<file path="config.mk">
export PLATFORM = sky130hd
export DESIGN_NAME = note_sequencer
export DESIGN_NICKNAME = d
export VERILOG_FILES = /design/src/rtl/note_sequencer.sv
export SDC_FILE = /design/constraint.sdc
export NUM_CORES = 1
export LEC_CHECK = 0
export CAP_MARGIN = 25
export CORE_UTILIZATION = 25
export CTS_CLUSTER_DIAMETER = 80
export CTS_CLUSTER_SIZE = 30
export DETAILED_ROUTE_END_ITERATION = 12
export SYNTH_ARGS = -nofsm -noshare
export SYNTH_HDL_FRONTEND = slang
export SYNTH_SLANG_ARGS = --single-unit
</file>
<file path="constraint.sdc">
create_clock -name clk -period 2 [get_ports clk]
set_input_delay 0.5 -clock clk [delete_from_list [all_inputs] [get_ports clk]]
set_output_delay 0.5 -clock clk [all_outputs]
set_load 0.005 [all_outputs]
</file>
<file path="src/rtl/note_sequencer.sv">
// Song-playback sequencer: walks note addresses, absorbs the selector read latency and releases one note per beat.
// Optional NOTE_SEQ_END_MARKER_EN: an all-ones captured note ends the song early without being emitted.
//
// state     | meaning
// ----------+---------------------------------------------------------
// IDLE      | no song since reset; waiting for start
// FETCH     | addr presented, counting out the selector read latency
// WAIT_BEAT | note captured in note_hold, waiting for a beat to emit
// DONE      | last note emitted (or end marker hit); start replays
module note_sequencer #(
    parameter int ADDR_WIDTH = 6,
    parameter int DATA_WIDTH = 4,
    parameter int SONG_LEN   = 64,
    parameter int LATENCY    = 2
) (
    input  logic                  clk,
    input  logic                  rst,
    input  logic                  start,
    input  logic                  pause,
    input  logic                  beat_tick,
    input  logic [1:0]            level_num,
    input  logic [DATA_WIDTH-1:0] note_in,
    output logic [ADDR_WIDTH-1:0] addr,
    output logic [1:0]            level_sel,
    output logic [DATA_WIDTH-1:0] note_out,
    output logic                  note_valid,
    output logic                  beat_overrun,
    output logic                  busy,
    output logic                  done
);

    localparam int CNT_W = $clog2(LATENCY + 2);
    localparam logic [ADDR_WIDTH-1:0] LAST_ADDR = ADDR_WIDTH'(SONG_LEN - 1);
    localparam logic [CNT_W-1:0]      CNT_CAPTURE = CNT_W'(LATENCY);

    typedef enum logic [1:0] {IDLE, FETCH, WAIT_BEAT, DONE} state_t;

    state_t                state, state_nx;
    logic [CNT_W-1:0]      cnt, cnt_nx;
    logic                  pending, pending_nx;
    logic [DATA_WIDTH-1:0] note_hold, note_hold_nx;
    logic [DATA_WIDTH-1:0] note_out_nx;
    logic [ADDR_WIDTH-1:0] addr_nx;
    logic [1:0]            level_sel_nx;
    logic                  note_valid_nx, beat_overrun_nx;
    logic                  tick_live, beat, is_marker;

    assign tick_live = beat_tick & ~pause;

`ifdef NOTE_SEQ_END_MARKER_EN
    assign is_marker = &note_hold;
`else
    assign is_marker = 1'b0;
`endif

    always_comb begin
        state_nx        = state;
        cnt_nx          = cnt;
        pending_nx      = pending;
        note_hold_nx    = note_hold;
        note_out_nx     = note_out;
        addr_nx         = addr;
        level_sel_nx    = level_sel;
        note_valid_nx   = 1'b0;
        beat_overrun_nx = 1'b0;
        beat            = 1'b0;
        unique case (state)
            IDLE, DONE: begin
                if (start) begin
                    addr_nx      = '0;
                    level_sel_nx = level_num;
                    cnt_nx       = '0;
                    pending_nx   = 1'b0;
                    state_nx     = FETCH;
                end
            end
            FETCH: begin
                cnt_nx = cnt + 1'b1;
                // one-deep beat buffer; a second beat in the same fetch is lost
                if (tick_live) begin
                    if (pending) beat_overrun_nx = 1'b1;
                    else         pending_nx      = 1'b1;
                end
                if (cnt == CNT_CAPTURE) begin
                    note_hold_nx = note_in;
                    state_nx     = WAIT_BEAT;
                end
            end
            WAIT_BEAT: begin
                beat = tick_live | pending;
                if (beat) begin
                    pending_nx = 1'b0;
                    if (is_marker) begin
                        state_nx = DONE;
                    end else begin
                        note_out_nx   = note_hold;
                        note_valid_nx = 1'b1;
                        // finishing wins over the increment so addr never wraps
                        if (addr == LAST_ADDR) begin
                            state_nx = DONE;
                        end else begin
                            addr_nx  = addr + 1'b1;
                            cnt_nx   = '0;
                            state_nx = FETCH;
                        end
                    end
                end
            end
            default: state_nx = IDLE;
        endcase
    end

    always_ff @(posedge clk) begin
        if (rst) begin
            state        <= IDLE;
            cnt          <= '0;
            pending      <= 1'b0;
            note_hold    <= '0;
            note_out     <= '0;
            addr         <= '0;
            level_sel    <= '0;
            note_valid   <= 1'b0;
            beat_overrun <= 1'b0;
            busy         <= 1'b0;
            done         <= 1'b0;
        end else begin
            state        <= state_nx;
            cnt          <= cnt_nx;
            pending      <= pending_nx;
            note_hold    <= note_hold_nx;
            note_out     <= note_out_nx;
            addr         <= addr_nx;
            level_sel    <= level_sel_nx;
            note_valid   <= note_valid_nx;
            beat_overrun <= beat_overrun_nx;
            busy         <= (state_nx == FETCH) || (state_nx == WAIT_BEAT);
            done         <= (state_nx == DONE);
        end
    end

endmodule

</file>
Yosys cells after proc, flatten, opt, wreduce, memory -nomap -nowiden:

Index checks and enable logic that the tools add are counted.

* mux-type cells: 19
* add/sub/neg operators: 2
* reduce and logical (&&, ||, !) cells: 12
* equality and inequality tests: 12
* bitwise logic cells: 6

Operator list (count)
* 2-to-1 mux 6 bit: 3
* 2-to-1 mux 2 bit: 7
* one-hot mux 2 bit (3 select lines): 2
* one-hot mux 6 bit (2 select lines): 1
* equality test 2 bit (second input constant): 5
* != test 2 bit (second input constant): 4
* adder 6 x 1 -> 6 bit (second input constant): 1
* equality test 6 bit (second input constant): 1
* AND reduction 2 bit: 3
* AND reduction 3 bit: 2
* 2-to-1 mux 1 bit: 5
* equality test 2 x 1 -> 1 bit (second input constant): 2
* NOT 1 bit: 4
* AND reduction 4 bit: 1
* OR reduction 2 bit: 2
* one-hot mux 1 bit (3 select lines): 1
* OR reduction 3 bit: 1
* adder 2 x 1 -> 2 bit (second input constant): 1
* logical NOT 2 bit: 1
* nonzero test 2 bit: 1
* AND 1 bit: 1
* logical OR 1 bit: 1
* bitwise OR 1 bit: 1

* input port bits: 11
* register bits: 25

Logic depth before layout (Yosys ltp):

* word-level depth: 7
* depth in mapped cells: 9
* depth with buffers taken out: 8

Worst setup path after synthesis:

OpenSTA, ideal clock, no wires.

* path type: reg2reg
* start: register state[0]
* end: register busy
* buffers on the path: 1
* stages on the path, launching flop included: 9
* period minus slack after synthesis: 1.761 ns
* library setup time: 0.127 ns
* data arrival time: 1.634 ns
* required time: 1.873 ns
* setup slack: 0.239 ns
* cells stage by stage: dfxtp_1 > inv_1 > ha_1 > buf_2 > nor2_1 > a21boi_0 > a211oi_1 > ha_1 > nor2b_1

* cells in the longest elaborated chain, start to end: 5

RTL lines
* from (decl): RTL line 38 `state_t state, state_nx;`
* from (signal assigned): RTL line 127 `state <= state_nx;`
* equality test 2 bit or logical NOT 2 bit (tied branches): RTL line 67 `unique case (state)`
* OR reduction 2 bit: RTL line 67
* one-hot mux 2 bit (3 select lines) *: RTL line 67
* named net state_nx[0]: RTL line 38
* equality test 2 x 1 -> 1 bit or equality test 2 bit (tied branches): RTL line 136 `busy <= (state_nx == FETCH) || (state_nx == WAIT_BEAT);`
* logical OR 1 bit *: RTL line 136
* to (signal assigned): RTL line 136
* to (decl): RTL line 28 `output logic busy,`

The timed path passes the listed nets; every way through them passes the cells marked *.
A chain may end at the register's enable or synchronous reset.

Final worst setup path:

Ends and elaborated chain as after synthesis.

==> results.yml <==
logic_synthesis:
  syn_avg_cell_area_um2: 8.99
  synth-seq-cells: 25
  synth_cells: 127
  syn_area_um2: 1140
  syn_nets: 143
  yosysWarnings: 0
  yosysSeqAreaShare_pct: 43.8
  ys_types: 39
timing:
  finalHoldViolCount: 0
  setup_ws_ns: 0.158
  finClkSkew_ns: 0.00319
  setup_violations: 0
  min_period_ns: 1.84
  timing.final.crit_share_pct: 92.1
  rsz0062_at_grt: "false"
  relSlewSlack_pct: 76.5
  slew_violations: 0
  tightest_slew_ns: 0.350
  max_clock_freq_mhz: 543
detailed_routing:
  drtIter0Drc: 58
  first_pass_iters: 4
  vias_per_cell: 4.62
  wire_per_inst_um: 11.5
  route.detailed.drc: 0
  ant_nets: 0
  totalWireLength_um: 2500
  dr_total_vias: 1002
place:
  dp_hpwl_um: 1860
  port-buffer-count: 26
  placed_cells: 213
  gp_congestion: 0.820
  dp_slack_ns: -0.0972
critical_path:
  critPathMaxStageDelay_ns: 0.40
  worstRegToRegCells: 7
  worstPathMaxFanout: 7
  end_kind: "flop"
  cp.arrival_ns: 2.02
  worstReg2RegStart: "state[0]"
  r2r_end: "busy"
  crit_chain: "inv_1 -> ha_2 -> nor2_1 -> a21boi_0 -> a211oi_1 -> ha_1 -> nor2b_1"
  crit_family: "adder cells"
  crit_required_ns: 2.18
  crit_path_top_delay_cell: "ha_2"
  cp.buffers_inverters: 1
  critPathLaunchType: "flop"
  critPathKind: "flop to flop"
  r2r_slack_ns: 0.16
final_layout:
  seq_area_um2: 500
  finalNonFillerCells: 217
  layout_commonest_cell: "clkdlybuf4s50_1"
  antenna_cells: 0
  layout_common_cells: "clkdlybuf4s50_1, dfxtp_1, buf_4"
  drive_gt1_share_pct: 15.8
  fin_nets: 182
  final_core_util_pct: 36.2
  area_delta_synth_final_pct: 39.1
  multi_input_area_um2: 591
  n_fill_cell: 469
power:
  leakagePower_nw: 0.620
  pwr_density_cell_nw_per_um2: 654
  ir_drop_v: 0.000342
flow_run:
  maxCapViolations: 0
die:
  pin_count: 27
  rows: 24
  die_w_um: 69.6
  coreArea_um2: 4380
  dieArea_um2: 4840
  initial_core_util_pct: 26.1
  die_h_um: 69.6
global_route:
  overflow: 0
  grtUsageTotal_pct: 10.9
  grt_pass1_wl_um: 4220
  grt_max_degree: 16
  antenna_found_initial: 0
  grt_pass1_vias: 943
hold_path:
  whs_endpoint: "note_hold[0]"
  whs_path_depth: 2
  hold_path_class: "flop to flop"
  hp-start: "note_hold[0]"
clock_network:
  clk_latency_ns: 0.27
  hold_buffers: 0
  clockRootBuffer: "clkbuf_8"
  cts_tree: "yes"
  htreeDepth: 1
  clk_pin_slew_ns: 0.09
  clock_path_buffers: 2
  cts_setup_buffers: 0
  clock_sinks: 25
  cts_inserted_buffers: 3
status:
  outcome: "completed"
-- flip-flops by register name (all words and copies together), names as in the netlist --
name / count
beat_overrun: 1
cnt: 2
level_sel: 2
state: 2
note_valid: 1
note_hold: 4
addr: 6
done: 1
pending: 1
note_out: 4
busy: 1
-- how the worst max path moves through the flow --
stage                    from  endpoint  slack (ns)  cells after the start
detailed placement  beat_tick      busy        -0.1                      7
floorplan            state[0]      busy        0.24                      8
global placement    beat_tick      busy       -0.04                      7
finish               state[0]      busy        0.16                      7
CTS                  state[0]      busy        0.11                      7
global route         state[0]      busy        0.05                      7
-- what timing repair did --
action / in CTS / in global routing
gates resized for setup: 0 / 1
hold endpoints to repair: 0 / 0
setup endpoints to repair: 0 / 1
-- report_power, final --
part           switching (mW)  internal, mW  leakage, nW
Clock                   0.169         0.141       0.0217
Combinational          0.0969         0.110        0.396
Sequential            0.00773         0.514        0.202
Total                   0.273         0.765        0.620
-- tightest hold or removal path, cell delays in order (launching register included) --
cell and delay (ns):
dfxtp_1 0.32, nand2_1 0.05, a21oi_1 0.05
-- final cells by class --
cell class	instances	share of cell area [%]
Sequential cell	25	31.5
Timing Repair Buffer	39	22.5
Multi-Input combinational cell	90	37.2
Clock inverter	1	0.472
Inverter	7	1.65
Tap cell	52	4.09
Clock buffer	3	2.60
-- cells by family after synthesis --
| logic type | count (synthesis) | share of synthesized area (%) |
|---|---|---|
| AOI/OAI and AO/OA | 29 | 16.9 |
| muxes | 5 | 4.38 |
| buffers and inverters | 12 | 4.71 |
| DFF | 25 | 43.8 |
| adders and majority gates | 5 | 5.48 |
| and+or+nand+nor | 51 | 24.8 |
-- routing by layer --
layer / up-vias / global-route usage (%) / part of all wire [%]
li1: 530 / - / -
met1: 446 / 13.8 / 49
met4: 0 / 3.40 / 0.88
met5: - / 0 / 0
met3: 2 / 3.63 / 4.7
met2: 24 / 17.5 / 45
-- Yosys cell counts --
library cell,number,share of area [%]
a211oi_1,1,0.66
a21boi_0,1,0.66
a21oi_1,10,4.4
a31oi_1,3,1.6
and2_1,1,0.55
and3_1,3,1.6
and4_2,1,0.88
buf_1,1,0.33
buf_2,1,0.44
buf_6,1,0.99
clkbuf_1,2,0.66
dfxtp_1,25,44
ha_1,5,5.5
inv_1,7,2.3
mux2i_1,5,4.4
nand2_1,11,3.6
nand2b_1,2,1.1
nand2b_2,1,0.77
nand2b_4,1,1.2
nand3_1,9,3.9
nand4_1,1,0.55
nor2_1,11,3.6
nor2b_1,3,1.6
nor2b_4,1,1.2
nor3_1,1,0.44
nor4_1,1,0.55
nor4b_1,1,0.77
o211a_1,1,0.88
o21a_1,1,0.66
o21ai_0,5,2.2
o21ai_2,1,0.77
o21ai_4,1,1.4
o21ba_2,1,0.88
o22ai_1,1,0.55
o311ai_0,1,0.77
o31ai_1,1,0.66
o32ai_1,1,0.77
or2_2,1,0.55
or4b_1,2,1.8
-- through the flow --
step                TNS [ns]  hold WS [ns]  area [um2]  power (mW)
floorplan                  0         0.436        1140       0.634
CTS                        0         0.466        1590        1.05
detailed placement   -0.0972         0.453        1540       0.738
finish                     0         0.462        1590        1.04
global route               0         0.479        1590        1.10
global placement     -0.0374         0.447        1540       0.736
Note: power is estimated with default switching activity, not from simulation.
